$ cat config.mk
export PLATFORM = sky130hd
export DESIGN_NAME = board_io
export DESIGN_NICKNAME = d
export VERILOG_FILES = /design/src/rtl/board_io_pkg.sv /design/src/rtl/debounce_channel.sv /design/src/rtl/board_io.sv
export SDC_FILE = /design/constraint.sdc
export NUM_CORES = 1
export LEC_CHECK = 0
export BUFFER_PORTS_ARGS = -buffer_cell sky130_fd_sc_hd__buf_2
export CAP_MARGIN = 0
export CORE_MARGIN = 2
export CORE_UTILIZATION = 45
export CTS_CLUSTER_DIAMETER = 200
export CTS_CLUSTER_SIZE = 25
export DETAILED_ROUTE_END_ITERATION = 16
export SYNTH_ARGS = -nofsm -noshare
export SYNTH_HDL_FRONTEND = slang
export SYNTH_SLANG_ARGS = --single-unit
$ cat constraint.sdc
create_clock -name clk_25mhz -period 3.4 [get_ports clk_25mhz]
set_input_delay 0.68 -clock clk_25mhz [delete_from_list [all_inputs] [get_ports clk_25mhz]]
set_output_delay 0.68 -clock clk_25mhz [all_outputs]
set_load 0.02 [all_outputs]
$ cat src/rtl/board_io_pkg.sv
// rtl/board_io_pkg.sv - register map and timing defaults shared by board_io
package board_io_pkg;

  typedef enum logic [1:0] {
    ADDR_LED       = 2'd0,
    ADDR_BTN_STATE = 2'd1,
    ADDR_BTN_EVENT = 2'd2,
    ADDR_IRQ_MASK  = 2'd3
  } reg_addr_e;

  // 10 ms of clk_25mhz
  localparam int DEFAULT_DEBOUNCE_CYCLES = 250000;

endpackage

$ cat src/rtl/debounce_channel.sv
// rtl/debounce_channel.sv - one button: two-flop synchroniser, debounce counter, stable level
module debounce_channel #(
  parameter int DEBOUNCE_CYCLES = 8,
  parameter int CNT_W           = $clog2(DEBOUNCE_CYCLES)
) (
  input  logic clk_25mhz,
  input  logic reset_n,
  input  logic btn,
  output logic stable,
  output logic rise_pulse
);

  localparam logic [CNT_W-1:0] CNT_LAST = CNT_W'(DEBOUNCE_CYCLES - 1);

  logic             sync1;
  logic             sync2;
  logic [CNT_W-1:0] cnt;
  logic             accept;

  // rise_pulse is combinational so the event lands on the same edge stable does
  assign accept     = (sync2 != stable) && (cnt == CNT_LAST);
  assign rise_pulse = accept && sync2;

  always_ff @(posedge clk_25mhz or negedge reset_n) begin
    if (!reset_n) begin
      sync1 <= 1'b0;
      sync2 <= 1'b0;
    end else begin
      sync1 <= btn;
      sync2 <= sync1;
    end
  end

  always_ff @(posedge clk_25mhz or negedge reset_n) begin
    if (!reset_n) begin
      stable <= 1'b0;
      cnt    <= '0;
    end else if (sync2 == stable) begin
      cnt <= '0;
    end else if (accept) begin
      stable <= sync2;
      cnt    <= '0;
    end else begin
      cnt <= cnt + CNT_W'(1);
    end
  end

endmodule

$ cat src/rtl/board_io.sv
// rtl/board_io.sv - memory-mapped LED/button peripheral with debounced, latched, maskable press events
module board_io
  import board_io_pkg::*;
#(
  parameter int NUM_LED         = 8,
  parameter int NUM_BTN         = 7,
  parameter int DEBOUNCE_CYCLES = DEFAULT_DEBOUNCE_CYCLES,
  parameter int CNT_W           = $clog2(DEBOUNCE_CYCLES)
) (
  input  logic               clk_25mhz,
  input  logic               reset_n,
  input  logic [1:0]         addr,
  input  logic               write_enable,
  input  logic               read_enable,
  input  logic [31:0]        write_data,
  output logic [31:0]        read_data,
  output logic               read_valid,
  input  logic [NUM_BTN-1:0] btn,
  output logic [NUM_LED-1:0] led,
  output logic               irq
);

  logic [NUM_LED-1:0] led_q;
  logic [NUM_BTN-1:0] btn_stable;
  logic [NUM_BTN-1:0] btn_rise;
  logic [NUM_BTN-1:0] event_q;
  logic [NUM_BTN-1:0] mask_q;
  logic [NUM_BTN-1:0] event_clr;
  logic               wr_led;
  logic               wr_event;
  logic               wr_mask;
  logic [31:0]        rd_mux;
  logic               unused_write_bits;

  for (genvar i = 0; i < NUM_BTN; i++) begin : g_btn
    debounce_channel #(
      .DEBOUNCE_CYCLES(DEBOUNCE_CYCLES),
      .CNT_W          (CNT_W)
    ) u_debounce (
      .clk_25mhz (clk_25mhz),
      .reset_n   (reset_n),
      .btn       (btn[i]),
      .stable    (btn_stable[i]),
      .rise_pulse(btn_rise[i])
    );
  end

  assign wr_led            = write_enable && (addr == ADDR_LED);
  assign wr_event          = write_enable && (addr == ADDR_BTN_EVENT);
  assign wr_mask           = write_enable && (addr == ADDR_IRQ_MASK);
  assign event_clr         = wr_event ? write_data[NUM_BTN-1:0] : '0;
  assign led               = led_q;
  assign unused_write_bits = ^write_data;

  always_comb begin
    rd_mux = '0;
    case (addr)
      ADDR_LED:       rd_mux[NUM_LED-1:0] = led_q;
      ADDR_BTN_STATE: rd_mux[NUM_BTN-1:0] = btn_stable;
      ADDR_BTN_EVENT: rd_mux[NUM_BTN-1:0] = event_q;
      ADDR_IRQ_MASK:  rd_mux[NUM_BTN-1:0] = mask_q;
    endcase
  end

  // Reads sample pre-edge register values, so a same-cycle write is not visible yet
  always_ff @(posedge clk_25mhz or negedge reset_n) begin
    if (!reset_n) begin
      led_q      <= '0;
      event_q    <= '0;
      mask_q     <= '0;
      irq        <= 1'b0;
      read_data  <= '0;
      read_valid <= 1'b0;
    end else begin
      if (wr_led) led_q <= write_data[NUM_LED-1:0];
      if (wr_mask) mask_q <= write_data[NUM_BTN-1:0];
      event_q    <= (event_q & ~event_clr) | btn_rise;
      irq        <= |(event_q & mask_q);
      read_valid <= read_enable;
      if (read_enable) read_data <= rd_mux;
    end
  end

endmodule

==> run metrics <==
cell-by-cell listing of the critical path nor4_1 > nand4_1 > o41ai_4 > nor2_1; top_reg_cell synth sky130_fd_sc_hd__dfrtp_1; DRC viols 0; number of buffers inserted by hold repair at cts 0; number of buffers and inverters on the critical path 0; initial cell density of the core 45.8%; portion of the post-synthesis area used by sequential elements 52.4%; top routing layer in use met5; routed length on met3 616 um; number of ports placed on the die boundary 87; wire length of the first global-routing pass 28500 um; CTS max path bufs 2; max-cap violation count 0; antenna cell count 0; post-CTS sizing 0; nets 910; detailed-router iteration count before antenna repair 4; Crit path largest cell delay 1010 ps; Total Negative Setup Slacks 0 ps; pre-CTS WS 1150 ps; combinational fraction of design power 7.2%; sort of element at the end of the critical path flop; crit path kind flop to flop; Initial DRC Count 294; Chip Height 142 um; Clk network pwr share 43.0%; Vias per Instance 5.33; maximum level of the CTS H-tree 4; critical-path cell with the highest stage delay sky130_fd_sc_hd__o41ai_4; class of the most critical hold timing path input port to asynchronous set/reset pin; maximum number of pins on one net before global-route repair 86; number of warnings issued by yosys 0; peak ir drop on the vdd network 0.328 mV; most common library cell in the layout ignoring fill and taps sky130_fd_sc_hd__dfrtp_1; number of max-slew violations in the final report 0; element type at the critical path start flop; Reg clk slew, reported paths 70 ps; drt total wl 16400 um; number of distinct library cell variants in the gate-level netlist after synthesis 48; fraction of final layout cells sized beyond drive strength 1 15.5%; post-synthesis register bit count 179; Overall Global Routing Usage 17.8%; Crit Path Max Fanout 18; Worst Max-Slew Pin Slew 1040 ps; relative area change from synthesis to final layout 11.6%; Routed wire per std cell 14.9 um; total power density per cell area 479 nW/um^2; number of sinks driven by the clock tree 179; total die area 20100 um^2; number of hold-slack violations in the final timing report 0; number of enable-type register cells in the synthesized netlist 0; cells after synthesis 806; number of nets with antenna violations after detailed routing 0; total standard cell area after synthesis 8540 um^2; total vias in the final route 5881; most frequent cells in the layout sky130_fd_sc_hd__dfrtp_1 (179), sky130_fd_sc_hd__nor2_1 (122), sky130_fd_sc_hd__xnor2_1 (68); worst path arrival time 2510 ps; cell class contributing the biggest share of worst-path delay compound AO/OA/AOI/OAI gates; Switching Fraction 24.0%; Std-Cell Rows 50; setup repair after global routing missed its margin no; antenna violations before repair 1; HPWL after detailed placement 11300 um; gpl congestion 0.754; number of buffer cells added on primary ports 38; net switching component of the power 1.10 mW; latest clock arrival within the worst-skew pair 420 ps; static leakage 3.90 nW; routed wl met2 7590 um; Remaining Overflow, GRT 0; Req. time, crit path 3660 ps; setup violators final 0; area inside the core boundary 18600 um^2; fraction of the cycle the final worst path needs 66.2%; Synth Area per Inst 10.6 um^2; async set-or-reset flop fraction in the synthesized netlist 100%; Reg2Reg Setup Slack 1150 ps; final worst setup slack 1150 ps; clock buffers created by TritonCTS 17; horizontal extent of the die 142 um; routed metal-1 wirelength 8130 um; upper clock frequency limit 444 MHz; Worst Clk Skew 8.42 ps; smallest hold slack 274 ps; min cycle time layout 2250 ps; via count of the first global-routing pass 5692; clk root buf sky130_fd_sc_hd__clkbuf_16; Post-CTS Setup Inserts 0; Int Pwr 3.47 mW; CTS tree built; result of the run finished clean; Flop pwr share 49.8%; Slew Limit Headroom 30.6%
==> power groups by stage <==
stage | registers [mW] | logic (mW) | clock network [mW]
6_report | 2.27 | 0.331 | 1.97
5_1_grt | 2.28 | 0.373 | 2.12
4_1_cts | 2.28 | 0.341 | 2.03
3_5_place_dp | 2.32 | 0.339 | 0
3_3_place_gp | 2.32 | 0.335 | 0
2_1_floorplan | 2.34 | 0.183 | 0
==> state kept, by name, summed over array words and instances, names as in the netlist <==
| register | cells |
|---|---|
| read_data | 8 |
| led | 8 |
| read_valid | 1 |
| g_btn.u_debounce.cnt | 126 |
| irq | 1 |
| g_btn.u_debounce.stable | 7 |
| event_q | 7 |
| mask_q | 7 |
| g_btn.u_debounce.sync1 | 7 |
| g_btn.u_debounce.sync2 | 7 |
==> metal layers <==
layer  vias to the layer above  GRT usage [%]
li1                       2900              -
met1                      2885           25.0
met2                        88           27.7
met3                         6           5.23
met4                         2           3.74
met5                         -              0
==> worst paths after layout <==
check | end | start | cells past startpoint
max | g_btn[0].u_debounce.cnt[14] | g_btn[0].u_debounce.cnt[10] | 4
min | g_btn[2].u_debounce.cnt[8] | reset_n | 1
max reg2reg | g_btn[0].u_debounce.cnt[14] | g_btn[0].u_debounce.cnt[10] | 4
min reg2reg | g_btn[5].u_debounce.sync2 | g_btn[5].u_debounce.sync1 | 0
max in group asynchronous | g_btn[4].u_debounce.cnt[7] | reset_n | 2
min in group clk_25mhz | g_btn[5].u_debounce.sync2 | g_btn[5].u_debounce.sync1 | 0
==> per-stage QoR <==
step	cells	cell area (um^2)	power, mW	util [%]
after detailed placement	1073	8940	2.66	48.0
after floorplan	829	8630	2.52	-
after global routing	1103	9540	4.77	51.1
final	1103	9540	4.57	51.1
after global placement	1073	8940	2.65	48.0
after CTS	1103	9540	4.64	51.1
==> worst reg2reg max path, stage by stage, from the launching register on <==
cell and delay (ps):
sky130_fd_sc_hd__dfrtp_1 430, sky130_fd_sc_hd__nor4_1 300, sky130_fd_sc_hd__nand4_1 230, sky130_fd_sc_hd__o41ai_4 1010, sky130_fd_sc_hd__nor2_1 130
==> cell usage after synthesis, types with 2 or more instances <==
library cell               count  area share (%)
sky130_fd_sc_hd__o31ai_1      11            0.97
sky130_fd_sc_hd__xnor2_1      68             7.0
sky130_fd_sc_hd__or4_1        14             1.2
sky130_fd_sc_hd__nand2_1      47             2.1
sky130_fd_sc_hd__nor4b_1       2            0.21
sky130_fd_sc_hd__mux2_2       29             3.8
sky130_fd_sc_hd__buf_4        24             2.1
sky130_fd_sc_hd__o41ai_4       2            0.64
sky130_fd_sc_hd__dfrtp_1     179              52
sky130_fd_sc_hd__buf_1         2           0.088
sky130_fd_sc_hd__or4b_1        2            0.23
sky130_fd_sc_hd__a22oi_1       2            0.18
sky130_fd_sc_hd__nor2b_1       5            0.37
sky130_fd_sc_hd__nor3_1       16            0.94
sky130_fd_sc_hd__buf_2         5            0.29
sky130_fd_sc_hd__and4_1        4            0.41
sky130_fd_sc_hd__or2_2         3            0.22
sky130_fd_sc_hd__mux4_2        7             1.8
sky130_fd_sc_hd__ha_1          7             1.0
sky130_fd_sc_hd__a32o_1        6            0.70
sky130_fd_sc_hd__o41ai_2       4            0.76
sky130_fd_sc_hd__or3_1        13            0.95
sky130_fd_sc_hd__nor2_1      122             5.4
sky130_fd_sc_hd__o41ai_1       4            0.41
sky130_fd_sc_hd__or3b_2        5            0.51
sky130_fd_sc_hd__nand3_1      43             2.5
sky130_fd_sc_hd__a31o_2        2            0.21
sky130_fd_sc_hd__clkbuf_1      5            0.22
sky130_fd_sc_hd__inv_1        36             1.6
sky130_fd_sc_hd__o21ai_0      10            0.59
sky130_fd_sc_hd__nor4_1       30             2.2
sky130_fd_sc_hd__nand4_1      31             2.3
sky130_fd_sc_hd__a21oi_1      27             1.6
sky130_fd_sc_hd__xor2_1       24             2.5
sky130_fd_sc_hd__and2_1        2            0.15
==> kinds of logic (layout without fill, tap and decap cells) <==
group	Yosys count	after routing	synth area share, %
and+or+nand+nor	346	346	20.4
DFF	179	179	52.4
xor gates and xnor gates	92	92	9.43
buffers and inverters	73	113	4.42
AOI/OAI and AO/OA	72	72	6.55
muxes	36	36	5.67
adders and majority gates	7	7	1.03
other	1	24	0.0439
==> area by class of cell <==
| class | count | area (um^2) |
|---|---|---|
| repair buffers | 47 | 267 |
| well taps | 234 | 293 |
| multi-input cells | 577 | 3770 |
| fillers | 1693 | 9110 |
| flip-flops and latches | 179 | 4480 |
| clock buffers | 20 | 467 |
| inverters | 36 | 135 |
| clock inverters | 10 | 125 |
No activity file was read; power rests on OpenSTA's default activity.
